[src/rtl/mod2011_pkg.sv]
// Shared constants and types for the mod-2011 residue datapath.
package mod2011_pkg;

    localparam logic [10:0] MOD_2011 = 11'd2011;
    localparam int unsigned RES_W    = 11;

    typedef logic [RES_W-1:0] res_t;

    typedef enum logic [1:0] {
        StIdle,
        StAccum,
        StDone
    } acc_state_e;

endpackage

[src/rtl/mod2011_residue_acc_if.sv]
// Term stream in, frame residue out, for the mod-2011 residue accumulator.
interface mod2011_residue_acc_if
    import mod2011_pkg::*;
#(
    parameter int unsigned W  = RES_W,
    parameter int unsigned CW = 8
);

    logic          s_valid;
    logic          s_ready;
    logic [W-1:0]  s_data;
    logic          s_last;
    logic          m_valid;
    logic          m_ready;
    logic [W-1:0]  m_data;
    logic [CW-1:0] m_count;
    logic          m_range_err;

    // Producer/consumer side: drives terms, accepts results.
    modport master (
        output s_valid,
        output s_data,
        output s_last,
        output m_ready,
        input  s_ready,
        input  m_valid,
        input  m_data,
        input  m_count,
        input  m_range_err
    );

    // Accumulator side.
    modport slave (
        input  s_valid,
        input  s_data,
        input  s_last,
        input  m_ready,
        output s_ready,
        output m_valid,
        output m_data,
        output m_count,
        output m_range_err
    );

endinterface

[src/rtl/mod2011_add.sv]
// Combinational modular adder: y = (a + b) mod MOD for a, b < MOD.
module mod2011_add
    import mod2011_pkg::*;
#(
    parameter int unsigned MOD = MOD_2011,
    parameter int unsigned W   = RES_W
) (
    input  logic [W-1:0] a,
    input  logic [W-1:0] b,
    output logic [W-1:0] y
);

    localparam logic [W-1:0] ModW = W'(MOD);

    logic [W:0] sum;
    logic       wrap;

    assign sum  = {1'b0, a} + {1'b0, b};
    assign wrap = (sum >= {1'b0, ModW});
    // The reduced sum is below MOD, so the low W bits carry the whole result.
    assign y    = wrap ? (sum[W-1:0] - ModW) : sum[W-1:0];

endmodule

[src/rtl/mod2011_residue_acc.sv]
// Streaming mod-2011 accumulator: sums per-chunk partial residues and emits
// one fully reduced residue, term count and range flag per frame.
module mod2011_residue_acc
    import mod2011_pkg::*;
#(
    parameter int unsigned MOD = MOD_2011,
    parameter int unsigned W   = RES_W,
    parameter int unsigned CW  = 8
) (
    input logic                  clk,
    input logic                  rst_n,
    mod2011_residue_acc_if.slave bus
);

    localparam logic [W-1:0]  ModW   = W'(MOD);
    localparam logic [CW-1:0] CntMax = {CW{1'b1}};

    acc_state_e    state_q, state_d;
    logic [W-1:0]  acc_q, acc_d;
    logic [CW-1:0] cnt_q, cnt_d;
    logic          err_q, err_d;

    logic          s_ready_q, s_ready_d;
    logic          m_valid_q, m_valid_d;
    logic [W-1:0]  m_data_q, m_data_d;
    logic [CW-1:0] m_count_q, m_count_d;
    logic          m_err_q, m_err_d;

    logic          beat;
    logic          term_err;
    logic [W-1:0]  term_red;
    logic [W-1:0]  acc_sum;
    logic [CW-1:0] cnt_inc;

    assign beat     = bus.s_valid && s_ready_q;

    // One subtraction suffices since 2^W - 1 < 2*MOD.
    assign term_err = (bus.s_data >= ModW);
    assign term_red = term_err ? (bus.s_data - ModW) : bus.s_data;
    assign cnt_inc  = (cnt_q == CntMax) ? cnt_q : cnt_q + 1'b1;

    mod2011_add #(
        .MOD (MOD),
        .W   (W)
    ) u_add (
        .a (acc_q),
        .b (term_red),
        .y (acc_sum)
    );

    always_comb begin
        state_d   = state_q;
        acc_d     = acc_q;
        cnt_d     = cnt_q;
        err_d     = err_q;
        m_data_d  = m_data_q;
        m_count_d = m_count_q;
        m_err_d   = m_err_q;

        unique case (state_q)
            StIdle, StAccum: begin
                if (beat) begin
                    if (bus.s_last) begin
                        m_data_d  = acc_sum;
                        m_count_d = cnt_inc;
                        m_err_d   = err_q | term_err;
                        acc_d     = '0;
                        cnt_d     = '0;
                        err_d     = 1'b0;
                        state_d   = StDone;
                    end else begin
                        acc_d   = acc_sum;
                        cnt_d   = cnt_inc;
                        err_d   = err_q | term_err;
                        state_d = StAccum;
                    end
                end
            end
            StDone: begin
                if (bus.m_ready) begin
                    state_d = StIdle;
                end
            end
            default: state_d = StIdle;
        endcase

        // Handshake outputs are registered copies of the next-state decode.
        s_ready_d = (state_d != StDone);
        m_valid_d = (state_d == StDone);
    end

    always_ff @(posedge clk) begin
        if (!rst_n) begin
            state_q   <= StIdle;
            acc_q     <= '0;
            cnt_q     <= '0;
            err_q     <= 1'b0;
            s_ready_q <= 1'b0;
            m_valid_q <= 1'b0;
            m_data_q  <= '0;
            m_count_q <= '0;
            m_err_q   <= 1'b0;
        end else begin
            state_q   <= state_d;
            acc_q     <= acc_d;
            cnt_q     <= cnt_d;
            err_q     <= err_d;
            s_ready_q <= s_ready_d;
            m_valid_q <= m_valid_d;
            m_data_q  <= m_data_d;
            m_count_q <= m_count_d;
            m_err_q   <= m_err_d;
        end
    end

    assign bus.s_ready     = s_ready_q;
    assign bus.m_valid     = m_valid_q;
    assign bus.m_data      = m_data_q;
    assign bus.m_count     = m_count_q;
    assign bus.m_range_err = m_err_q;

endmodule

[src/flat_wrapper.sv]
// flat-port wrapper written by rule: the top's interface ports become plain ports
module mod2011_residue_acc_flat import mod2011_pkg::*;
#(
    parameter int unsigned MOD = MOD_2011,
    parameter int unsigned W   = RES_W,
    parameter int unsigned CW  = 8
)
  (clk, rst_n, bus_s_valid, bus_s_data, bus_s_last, bus_m_ready, bus_s_ready, bus_m_valid, bus_m_data, bus_m_count, bus_m_range_err);
  mod2011_residue_acc_if #(.W(W), .CW(CW)) bus_i ();
  input logic clk;
  input logic rst_n;
  input wire logic [$bits(bus_i.s_valid)-1:0] bus_s_valid;
  input wire logic [$bits(bus_i.s_data)-1:0] bus_s_data;
  input wire logic [$bits(bus_i.s_last)-1:0] bus_s_last;
  input wire logic [$bits(bus_i.m_ready)-1:0] bus_m_ready;
  output wire logic [$bits(bus_i.s_ready)-1:0] bus_s_ready;
  output wire logic [$bits(bus_i.m_valid)-1:0] bus_m_valid;
  output wire logic [$bits(bus_i.m_data)-1:0] bus_m_data;
  output wire logic [$bits(bus_i.m_count)-1:0] bus_m_count;
  output wire logic [$bits(bus_i.m_range_err)-1:0] bus_m_range_err;
  assign bus_i.s_valid = bus_s_valid;
  assign bus_i.s_data = bus_s_data;
  assign bus_i.s_last = bus_s_last;
  assign bus_i.m_ready = bus_m_ready;
  assign bus_s_ready = bus_i.s_ready;
  assign bus_m_valid = bus_i.m_valid;
  assign bus_m_data = bus_i.m_data;
  assign bus_m_count = bus_i.m_count;
  assign bus_m_range_err = bus_i.m_range_err;
  mod2011_residue_acc #(.MOD(MOD), .W(W), .CW(CW)) u_core (.clk(clk), .rst_n(rst_n), .bus(bus_i));
endmodule
[config.mk]
export PLATFORM = sky130hd
export DESIGN_NAME = mod2011_residue_acc_flat
export DESIGN_NICKNAME = d
export VERILOG_FILES = /design/src/rtl/mod2011_pkg.sv /design/src/rtl/mod2011_residue_acc_if.sv /design/src/rtl/mod2011_add.sv /design/src/rtl/mod2011_residue_acc.sv /design/src/flat_wrapper.sv
export SDC_FILE = /design/constraint.sdc
export NUM_CORES = 1
export LEC_CHECK = 0
export BUFFER_PORTS_ARGS = -buffer_cell sky130_fd_sc_hd__buf_2
export CAP_MARGIN = 20
export CORE_UTILIZATION = 60
export CTS_BUF_LIST = sky130_fd_sc_hd__clkbuf_8
export DETAILED_ROUTE_END_ITERATION = 6
export PLACE_DENSITY_LB_ADDON = 0.05
export SYNTH_ARGS = -nofsm -noshare
export SYNTH_HDL_FRONTEND = slang
export SYNTH_SLANG_ARGS = --single-unit
[constraint.sdc]
create_clock -name clk -period 9.9 [get_ports clk]
set_clock_uncertainty 0.1 [all_clocks]
set_input_delay 0.495 -clock clk [delete_from_list [all_inputs] [get_ports clk]]
set_output_delay 0.495 -clock clk [all_outputs]
set_load 0.01 [all_outputs]
==> run summary <==
outcome = finished, violations left
failing checks = DRC
Initial Util = 63.4%
critical path arrival = 4.63 ns
area grow syn2layout = 10.2%
Clock Tree Buf Depth = 2
Peak VDD IR = 0.000102 V
Net Count, Synth = 379
Leakage Power = 0.00132 uW
vias in the first global route = 2,434
CP Capture Type = flip-flop
endpoints failing hold = 0
Residual DRC = 4
synthesis-stage register bit count = 44
WS Path Type = input port to flip-flop
Fmax = 220 MHz
R2R Setup Slk = 6.31 ns
DIE WIDTH = 70.5 um
Max FO, Critical Path = 22
Die ar. = 4980 sq um
Avg WL per Cell = 15.3 um
worst skew pair latency = 0.30 ns
I/O Buffers = 37
fin. max-slew vios = 0
Yosys top cell by area = dfxtp_1
drt first pass iters = 7
Sum Neg Setup Slack = 0 ns
hold path depth = 2
Site Rows = 24
Die H = 70.5 um
share of layout cells above drive strength 1 = 14.1%
reg2reg start = u_core.acc_q[4]
Setup Buffers After CTS = 0
Hold Crit Class = flip-flop to flip-flop
Via density = 6.24
yosys warns = 0
ANT cells = 0
syn_area_per_cell = 8.10 sq um
number of H-tree levels = 2
min cycle time layout = 4.54 ns
total track usage = 27.5%
unrepaired setup endpoints after global routing = false
CTS Sinks = 44
Async SR Flop Fraction = 0%
Total Wirelength = 6550 um
Worst Hold End = u_core.bus.m_count[5]
synth unique cells = 55
RR Endpoint = u_core.acc_q[5]
total gr overflow = 0
startpoint types = input port
gpl congestion = 0.873
CTS Root Cell = clkbuf_8
MaxCap Viol Count = 0
Setup Viol. Count Final = 0
fill count = 389
Core ar. = 4440 sq um
DR iter-0 viols = 180
Inst Count DP = 421
Slew @ Worst Pin = 0.931 ns
largest cells by area after synthesis = dfxtp_1 31%, ha_1 6.2%, nand2_1 5.5%, o21ai_0 5.1%, xnor2_1 4.0%
Post-Syn Area = 2820 sq um
non-filler cells, final = 429
number of buffers created by CTS = 5
num ports = 38
Vias = 2,675
Final ANT Viol Nets = 0
CTS Hold Bufs = 0
Post-synth EDFFs = 0
Most used DFF post-synth = dfxtp_1
Hold Crit Start = u_core.bus.m_count[5]
Synth top area share = 31.2%
register area share after synthesis = 31.2%
Slew HR = 37.7%
Critical Path RT = 9.98 ns
Worst R2R Path Depth = 9
CTS clk-pin slew, worst paths = 0.08 ns
post-DP HPWL = 4650 um
largest net degree at the start of global routing = 23
CTS tree = built
CTS resizes = 0
P per Cell Area = 138 nW/um^2
Final period util = 45.9%
initial antenna violation count = 0
global-route wire length before repair = 11,100 um
Final Net Count = 407
cells after synthesis = 348
==> registers in the layout (all words and copies together) (netlist names) <==
name                    count
u_core.cnt_q                8
u_core.bus.m_data          11
u_core.bus.m_range_err      1
u_core.err_q                1
u_core.acc_q               11
u_core.bus.m_count          8
u_core.state_q              2
u_core.bus.m_valid          1
u_core.bus.s_ready          1
==> Yosys cell counts, drive strengths merged (2+ instances only) <==
cell and count:
nor2b 5, nand3b 4, or2 2, nand2 41, a22o 4, xnor2 13
inv 8, a32oi 5, nor4 4, nand4 4, o21a 3, o211ai 3
o31ai 3, a21oi 14, o21ai 31, nor2 18, a21boi 3, a32o 3
and3 13, xor2 7, a211oi 5, or4 2, a22oi 5, ha 14
nor3b 3, clkbuf 13, nand3 20, nor3 3, buf 3, or3 8
and3b 2, mux2i 4, a31oi 2, and2 14, nand2b 5, dfxtp 44
==> where the power goes <==
| group | internal [uW] | switching, uW | leakage, uW | total [uW] |
|---|---|---|---|---|
| Sequential | 184 | 4.52 | 0.000357 | 188 |
| Clock | 73.9 | 62.2 | 0.0000593 | 136 |
| Combinational | 37.1 | 65.8 | 0.000903 | 103 |
| Total | 295 | 132 | 0.00132 | 427 |
==> kinds of logic (layout without fill, tap and decap cells) <==
group / after synthesis / count (layout) / synth area share, %
compound gates: 90 / 90 / 22.0
xor+xnor: 20 / 20 / 6.48
fa+ha+maj: 15 / 15 / 6.92
buf+inv: 24 / 53 / 3.55
flops: 44 / 44 / 31.2
mux: 5 / 5 / 1.82
simple gates: 150 / 150 / 28.0
==> cells in the final DEF, fill, tap and decap left out, drive strengths merged, types with 4 or more instances in the layout <==
cell	count
a211oi	5
a21oi	14
a22o	4
a22oi	5
a32oi	5
and2	14
and3	13
buf	37
clkbuf	5
dfxtp	44
ha	14
inv	9
mux2i	4
nand2	41
nand2b	5
nand3	20
nand3b	4
nand4	4
nor2	18
nor2b	5
nor4	4
o21ai	31
or3	8
xnor2	13
xor2	7
==> through the flow <==
stage	cell area (sq um)	utilization (%)	power [uW]	hold WS [ns]	worst slack, ns
global placement	3000	67.5	291	0.331	5.30
CTS	3110	69.9	426	0.360	5.38
finish	3110	69.9	427	0.355	5.36
global route	3110	69.9	449	0.390	5.00
detailed placement	3000	67.5	293	0.340	5.15
floorplan	2820	-	269	0.332	5.85
==> area by class of cell <==
type | count | area [sq um] | share of cell area [%]
Clock inverter | 3 | 38.8 | 1.25
Inverter | 8 | 30.0 | 0.967
Sequential cell | 44 | 881 | 28.4
Tap cell | 52 | 65.1 | 2.09
Multi-Input combinational cell | 280 | 1840 | 59.2
Clock buffer | 5 | 68.8 | 2.22
Timing Repair Buffer | 37 | 185 | 5.96
==> how the worst max path moves through the flow <==
stage	from	to	slack [ns]
finish	bus_s_data[0]	u_core.acc_q[5]	5.36
global route	bus_s_data[0]	u_core.acc_q[5]	5.00
global placement	bus_s_data[0]	u_core.acc_q[5]	5.30
detailed placement	bus_s_data[0]	u_core.acc_q[5]	5.15
floorplan	bus_s_data[0]	u_core.bus.m_data[3]	5.85
CTS	bus_s_data[0]	u_core.acc_q[5]	5.38
==> layer usage <==
layer,GRT usage (%),part of all wire [%],vias up
li1,-,-,1326
met1,36.6,45,1251
met2,45.7,48,89
met3,4.70,5.0,9
met4,9.33,1.3,0
met5,0,0,-
==> worst max-delay path: stages <==
cell	delay [ns]
buf_2	0.13
ha_1	0.23
a211oi_1	0.22
nor2_1	0.07
o21a_1	0.25
nand3b_1	0.13
xnor2_1	0.07
ha_1	0.45
nand2_1	0.12
o31ai_1	0.22
a21oi_1	0.14
o21a_1	0.21
xnor2_1	0.72
a41oi_4	0.50
and3_1	0.33
or3_1	0.34
Note: power is estimated with default switching activity, not from simulation.
